File: src/rtl/adc_fifo_pop_ctrl_if.sv
// rtl/adc_fifo_pop_ctrl_if.sv - FIFO pop-side, DMA stream and burst handshake bundle
interface adc_fifo_pop_ctrl_if;
  logic [3:0]  Fifo_Pop_Flag_i;
  logic [31:0] Fifo_Dout_i;
  logic        Fifo_Pop_o;
  logic        Fifo_Pop_Flush_o;
  logic [31:0] Dat_o;
  logic        Dat_Vld_o;
  logic        Dat_Rdy_i;
  logic        Dma_Req_o;
  logic        Dma_Ack_i;
  logic        Dma_Done_o;

  modport master (
    input  Fifo_Pop_Flag_i, Fifo_Dout_i, Dat_Rdy_i, Dma_Ack_i,
    output Fifo_Pop_o, Fifo_Pop_Flush_o, Dat_o, Dat_Vld_o, Dma_Req_o, Dma_Done_o
  );

  modport slave (
    output Fifo_Pop_Flag_i, Fifo_Dout_i, Dat_Rdy_i, Dma_Ack_i,
    input  Fifo_Pop_o, Fifo_Pop_Flush_o, Dat_o, Dat_Vld_o, Dma_Req_o, Dma_Done_o
  );
endinterface

File: src/rtl/adc_fifo_pop_ctrl.sv
// rtl/adc_fifo_pop_ctrl.sv - ADC FIFO read-side burst controller feeding the DMA stream
// Optional delivered-word counter enabled by ADC_FIFO_POP_WCNT_EN.
module adc_fifo_pop_ctrl #(
  parameter int         BURST_LEN   = 16,
  parameter logic [3:0] THRESH_FLAG = 4'h5,
  parameter int         CNT_W       = 16
) (
  input  logic                 Pop_Clk,
  input  logic                 Pop_Rst_n,
  input  logic                 Enable_i,
  input  logic                 Flush_i,
  adc_fifo_pop_ctrl_if.master  bus,
  output logic [CNT_W-1:0]     Word_Cnt_o
);

  localparam int             BW         = $clog2(BURST_LEN + 1);
  localparam logic [BW-1:0]  BURST_MAX  = BW'(BURST_LEN);
  localparam logic [BW-1:0]  BURST_LAST = BW'(BURST_LEN - 1);

  typedef enum logic [1:0] {IDLE, REQ, XFER, DONE} state_t;

  state_t        state;
  logic          dma_req;
  logic          dma_done;
  logic          flush_q;
  logic          pop_q;
  logic          pop;
  logic          flush_blk;
  logic          dat_vld;
  logic          xfer_ok;
  logic [BW-1:0] pops_issued;
  logic [BW-1:0] delivered;
  logic [1:0]    buf_cnt;
  logic [31:0]   buf0;
  logic [31:0]   buf1;

  assign flush_blk = Flush_i | flush_q;
  // The word popped last cycle is presented straight from DOUT when the buffer is empty.
  assign dat_vld   = (buf_cnt != 2'd0) | pop_q;
  assign xfer_ok   = dat_vld & bus.Dat_Rdy_i;

  // A flag of 1 with a pop already in flight means that pop took the last word.
  assign pop = (state == XFER) && (bus.Fifo_Pop_Flag_i != 4'h0) &&
               (pops_issued < BURST_MAX) &&
               (({1'b0, buf_cnt} + {2'b00, pop_q}) < 3'd2) &&
               !(pop_q && (bus.Fifo_Pop_Flag_i == 4'h1)) && !flush_blk;

  always_ff @(posedge Pop_Clk or negedge Pop_Rst_n) begin
    if (!Pop_Rst_n) begin
      state       <= IDLE;
      dma_req     <= 1'b0;
      dma_done    <= 1'b0;
      flush_q     <= 1'b0;
      pops_issued <= '0;
      delivered   <= '0;
    end else if (Flush_i) begin
      state       <= IDLE;
      dma_req     <= 1'b0;
      dma_done    <= 1'b0;
      flush_q     <= 1'b1;
      pops_issued <= '0;
      delivered   <= '0;
    end else begin
      flush_q  <= 1'b0;
      dma_done <= 1'b0;
      case (state)
        IDLE: begin
          if (Enable_i && (bus.Fifo_Pop_Flag_i >= THRESH_FLAG)) begin
            state   <= REQ;
            dma_req <= 1'b1;
          end
        end
        REQ: begin
          if (bus.Dma_Ack_i) begin
            state       <= XFER;
            dma_req     <= 1'b0;
            pops_issued <= '0;
            delivered   <= '0;
          end
        end
        XFER: begin
          if (pop) pops_issued <= pops_issued + 1'b1;
          if (xfer_ok) begin
            delivered <= delivered + 1'b1;
            if (delivered == BURST_LAST) begin
              state    <= DONE;
              dma_done <= 1'b1;
            end
          end
        end
        DONE:    state <= IDLE;
        default: state <= IDLE;
      endcase
    end
  end

  always_ff @(posedge Pop_Clk or negedge Pop_Rst_n) begin
    if (!Pop_Rst_n) begin
      pop_q   <= 1'b0;
      buf_cnt <= 2'd0;
      buf0    <= '0;
      buf1    <= '0;
    end else if (Flush_i) begin
      pop_q   <= 1'b0;
      buf_cnt <= 2'd0;
    end else begin
      pop_q <= pop;
      case (buf_cnt)
        2'd0: begin
          if (pop_q && !xfer_ok) begin
            buf0    <= bus.Fifo_Dout_i;
            buf_cnt <= 2'd1;
          end
        end
        2'd1: begin
          if (xfer_ok) begin
            if (pop_q) buf0    <= bus.Fifo_Dout_i;
            else       buf_cnt <= 2'd0;
          end else if (pop_q) begin
            buf1    <= bus.Fifo_Dout_i;
            buf_cnt <= 2'd2;
          end
        end
        default: begin
          if (xfer_ok) begin
            buf0 <= buf1;
            if (pop_q) buf1    <= bus.Fifo_Dout_i;
            else       buf_cnt <= 2'd1;
          end
        end
      endcase
    end
  end

  assign bus.Fifo_Pop_o       = pop;
  assign bus.Fifo_Pop_Flush_o = flush_q;
  assign bus.Dat_Vld_o        = dat_vld;
  assign bus.Dat_o            = (buf_cnt != 2'd0) ? buf0 : (pop_q ? bus.Fifo_Dout_i : 32'd0);
  assign bus.Dma_Req_o        = dma_req;
  assign bus.Dma_Done_o       = dma_done;

`ifdef ADC_FIFO_POP_WCNT_EN
  logic [CNT_W-1:0] word_cnt;

  always_ff @(posedge Pop_Clk or negedge Pop_Rst_n) begin
    if (!Pop_Rst_n)   word_cnt <= '0;
    else if (xfer_ok) word_cnt <= word_cnt + 1'b1;
  end

  assign Word_Cnt_o = word_cnt;
`else
  assign Word_Cnt_o = '0;
`endif

endmodule

File: src/flat_wrapper.sv
// flat-port wrapper written by rule: the top's interface ports become plain ports
module adc_fifo_pop_ctrl_flat 
#(
  parameter int         BURST_LEN   = 16,
  parameter logic [3:0] THRESH_FLAG = 4'h5,
  parameter int         CNT_W       = 16
)
  (Pop_Clk, Pop_Rst_n, Enable_i, Flush_i, Word_Cnt_o, bus_Fifo_Pop_Flag_i, bus_Fifo_Dout_i, bus_Dat_Rdy_i, bus_Dma_Ack_i, bus_Fifo_Pop_o, bus_Fifo_Pop_Flush_o, bus_Dat_o, bus_Dat_Vld_o, bus_Dma_Req_o, bus_Dma_Done_o);
  adc_fifo_pop_ctrl_if bus_i ();
  input  logic Pop_Clk;
  input  logic Pop_Rst_n;
  input  logic Enable_i;
  input  logic Flush_i;
  output logic [CNT_W-1:0] Word_Cnt_o;
  input wire logic [$bits(bus_i.Fifo_Pop_Flag_i)-1:0] bus_Fifo_Pop_Flag_i;
  input wire logic [$bits(bus_i.Fifo_Dout_i)-1:0] bus_Fifo_Dout_i;
  input wire logic [$bits(bus_i.Dat_Rdy_i)-1:0] bus_Dat_Rdy_i;
  input wire logic [$bits(bus_i.Dma_Ack_i)-1:0] bus_Dma_Ack_i;
  output wire logic [$bits(bus_i.Fifo_Pop_o)-1:0] bus_Fifo_Pop_o;
  output wire logic [$bits(bus_i.Fifo_Pop_Flush_o)-1:0] bus_Fifo_Pop_Flush_o;
  output wire logic [$bits(bus_i.Dat_o)-1:0] bus_Dat_o;
  output wire logic [$bits(bus_i.Dat_Vld_o)-1:0] bus_Dat_Vld_o;
  output wire logic [$bits(bus_i.Dma_Req_o)-1:0] bus_Dma_Req_o;
  output wire logic [$bits(bus_i.Dma_Done_o)-1:0] bus_Dma_Done_o;
  assign bus_i.Fifo_Pop_Flag_i = bus_Fifo_Pop_Flag_i;
  assign bus_i.Fifo_Dout_i = bus_Fifo_Dout_i;
  assign bus_i.Dat_Rdy_i = bus_Dat_Rdy_i;
  assign bus_i.Dma_Ack_i = bus_Dma_Ack_i;
  assign bus_Fifo_Pop_o = bus_i.Fifo_Pop_o;
  assign bus_Fifo_Pop_Flush_o = bus_i.Fifo_Pop_Flush_o;
  assign bus_Dat_o = bus_i.Dat_o;
  assign bus_Dat_Vld_o = bus_i.Dat_Vld_o;
  assign bus_Dma_Req_o = bus_i.Dma_Req_o;
  assign bus_Dma_Done_o = bus_i.Dma_Done_o;
  adc_fifo_pop_ctrl #(.BURST_LEN(BURST_LEN), .THRESH_FLAG(THRESH_FLAG), .CNT_W(CNT_W)) u_core (.Pop_Clk(Pop_Clk), .Pop_Rst_n(Pop_Rst_n), .Enable_i(Enable_i), .Flush_i(Flush_i), .bus(bus_i), .Word_Cnt_o(Word_Cnt_o));
endmodule
File: config.mk
export PLATFORM = sky130hd
export DESIGN_NAME = adc_fifo_pop_ctrl_flat
export DESIGN_NICKNAME = d
export VERILOG_FILES = /design/src/rtl/adc_fifo_pop_ctrl_if.sv /design/src/rtl/adc_fifo_pop_ctrl.sv /design/src/flat_wrapper.sv
export SDC_FILE = /design/constraint.sdc
export NUM_CORES = 1
export LEC_CHECK = 0
export BUFFER_PORTS_ARGS = -buffer_cell sky130_fd_sc_hd__buf_2
export CORE_MARGIN = 2
export CORE_UTILIZATION = 30
export DETAILED_ROUTE_END_ITERATION = 8
export PLACE_DENSITY = 0.54
export SYNTH_ARGS = -nofsm -noshare
export SYNTH_HDL_FRONTEND = slang
export SYNTH_SLANG_ARGS = --single-unit
File: constraint.sdc
create_clock -name Pop_Clk -period 2.2 [get_ports Pop_Clk]
set_input_delay 0.11 -clock Pop_Clk [delete_from_list [all_inputs] [get_ports Pop_Clk]]
set_output_delay 0.11 -clock Pop_Clk [all_outputs]
set_load 0.05 [all_outputs]
==> metrics <==
Critical Path RT=~2.1 ns; initial antenna violation count=1; crit-path max cell delay=0.43 ns; Post-CTS Setup Inserts=0; port buffer count=78; via count=3227; height of the die=around 130 um; Post-Syn Area=4418 sq um; Synth cell types=between 40 and 50; placed instance count=661; Tcrit/Tclk final=0.9565; DR pass1 iterations=5; Overall Power=between 4 and 5 mW; Iter 0 DRT Violations=between 150 and 200; P per Cell Area=between 800 and 900 nW/um^2; critical path endpoint category=output pin; ys flop type=dfrtp_1; Finished Layout Cells=between 600 and 700; Worst Min Path Start=bus_Fifo_Dout_i[30]; CTS tree=built; worst r2r src=u_core.buf_cnt[0]; most frequent cells in the layout=dfrtp_1 (81), nand2_1 (75), buf_2 (73), mux2_2 (58), mux2_1 (38); RSZ-0062 raised after global routing=no; VDD IR-drop max=about 0.0005 V; GPL Wtd Cong=about 0.76; die width=around 130 um; Fin Setup TNS=0 ns; Critical Path Start=u_core.buf_cnt[0]; Fill cells=about 1500; CTS H-tree lvls=3; cells after synthesis=412; grt total ovfl=0; Total Wirelength=just under 10000 um; Sinks on Clock Net=approximately 80; mean post-synth cell area=~11 sq um; DRC viols=0; area delta synth->final=20.84%; flops & latches, synth=between 80 and 90; Initial Util=0.3051; Worst Path Arrival=~2.0 ns; final hold violations=0; clk buf depth=2; clock root buffer=clkbuf_16; outcome=complete, no violations; worst-skew pair later-pin latency=approximately 0.34 ns; Largest delay share family, worst path=buffers and inverters; worst-path cell chain=or2_2, buf_6, o21ai_0, buf_4; post-route ant nets=0; Finish-stage setup viols=0; sum of buffers and inverters on the critical path=2; fin util=0.3687; Worst-path clk slew=approximately 0.06 ns; core area=roughly 14000 sq um; most common cell after layout, fill and taps aside=dfrtp_1; register area share after synthesis=0.4645; Avg WL per Cell=about 14 um; row cnt=44; Ys Warns=0; Inserted Clock Buffers=9; Hold Crit Class=input port to flop; Setup Skew=0.007223 ns; IO Pins=95; Die ar.=approximately 16000 sq um; routed vias/inst=about 4.8; post-layout min period=approximately 2.1 ns; CP Launch Type=flop; P_leak=2.628 nW; GRT Util Overall=0.1293; ys async rst share=1.000; HPWL after detailed placement=about 6700 um; number of synthesized flops with an enable pin=0; max-cap viol count=0; crit path kind=flop to output pin; Critical-path top delay cell=dfrtp_1; vias in the first global route=between 3000 and 4000; worst-path fanout max=64; Achievable Freq=between 400 and 500 MHz; first-pass GRT wire length=16260 um; fin. max-slew vios=0; largest net degree at the start of global routing=65; nets@finish=~540; layout cells sized above 1=0.3482
## through the flow
step | instance area [sq um] | worst slack [ns] | hold slack, ns
after floorplan | 4474 | -0.03565 | -0.1856
after global placement | 4992 | 0.2356 | 0.06735
after detailed placement | 4992 | 0.2296 | 0.06689
after CTS | 5333 | 0.02772 | 0.003049
after global routing | 5336 | 0.03668 | 0.01817
final | 5339 | 0.09567 | 0.01463
## layer usage
layer | up-vias | track usage | wire length (um)
li1 | 1554 | - | -
met1 | 1583 | 0.1777 | 4751
met2 | 82 | 0.1950 | 4393
met3 | 8 | 0.04664 | 489
met4 | 0 | 0.03137 | 89
met5 | - | 0 | 0
## what timing repair did
| item | in CTS | in global routing |
|---|---|---|
| hold buffers | 1 | 0 |
| endpoints found under the hold margin | 27 | 0 |
| resized for setup | 4 | 3 |
| endpoints found under the setup margin | 4 | 18 |
## synth_stat cells (5+ instances only)
library cell,instances,area [sq um]
dfrtp_1,82,2052
nand2_1,76,285.3
mux2_2,58,653.1
o21ai_0,39,195.2
mux2_1,38,427.9
buf_4,17,127.6
clkbuf_1,11,41.29
buf_2,7,35.03
ha_1,7,87.58
inv_1,7,26.28
nor2_1,7,26.28
a21oi_1,5,25.02
## layout make-up
type | count | area [sq um] | share of cell area
diodes | 1 | 2.502 | 0.0004687
clock buffers | 11 | 242.7 | 0.04547
clock inverters | 5 | 77.57 | 0.01453
inverters | 7 | 26.28 | 0.004921
multi-input cells | 299 | 2170 | 0.4064
flip-flops and latches | 82 | 2053 | 0.3846
well taps | 184 | 230.2 | 0.04312
repair buffers | 90 | 536.8 | 0.1005
## final timing paths
path / endpoint / slack, ns / cells after the start
hold / removal: u_core.buf1[30] / 0.01 / 2
setup reg to reg: u_core.buf0[24] / 0.21 / 5
max in group asynchronous: u_core.buf1[13] / 1.37 / 3
min in group asynchronous: u_core.buf1[16] / 0.22 / 2
setup / recovery: bus_Dat_o[26] / 0.1 / 4
hold reg to reg: u_core.buf0[14] / 0.48 / 1
## power by group
part / switching, mW / internal [mW] / total (mW) / leakage, nW
clock network: 0.603 / 1.02 / 1.62 / 0.156
registers: 0.183 / 1.84 / 2.03 / 1.12
logic: 0.605 / 0.411 / 1.02 / 1.35
total: 1.39 / 3.28 / 4.67 / 2.63
## cell families after synthesis
group / after synthesis / synth area share
other: 1 / 0.0008488
multiplexers: 99 / 0.2526
adder cells (fa/ha/maj): 7 / 0.01982
AO/OA/AOI/OAI: 59 / 0.07590
flip-flops: 82 / 0.4645
buffers and inverters: 46 / 0.06060
AND/OR/NAND/NOR: 118 / 0.1257
## flip-flops by register name, indices dropped and copies added (netlist names)
register,cells
u_core.buf0,32
u_core.bus.Dma_Req_o,1
u_core.bus.Fifo_Pop_Flush_o,1
u_core.buf1,32
u_core.pop_q,1
u_core.buf_cnt,2
u_core.state,2
u_core.bus.Dma_Done_o,1
u_core.delivered,5
u_core.pops_issued,5
Note: power is estimated with default switching activity, not from simulation.
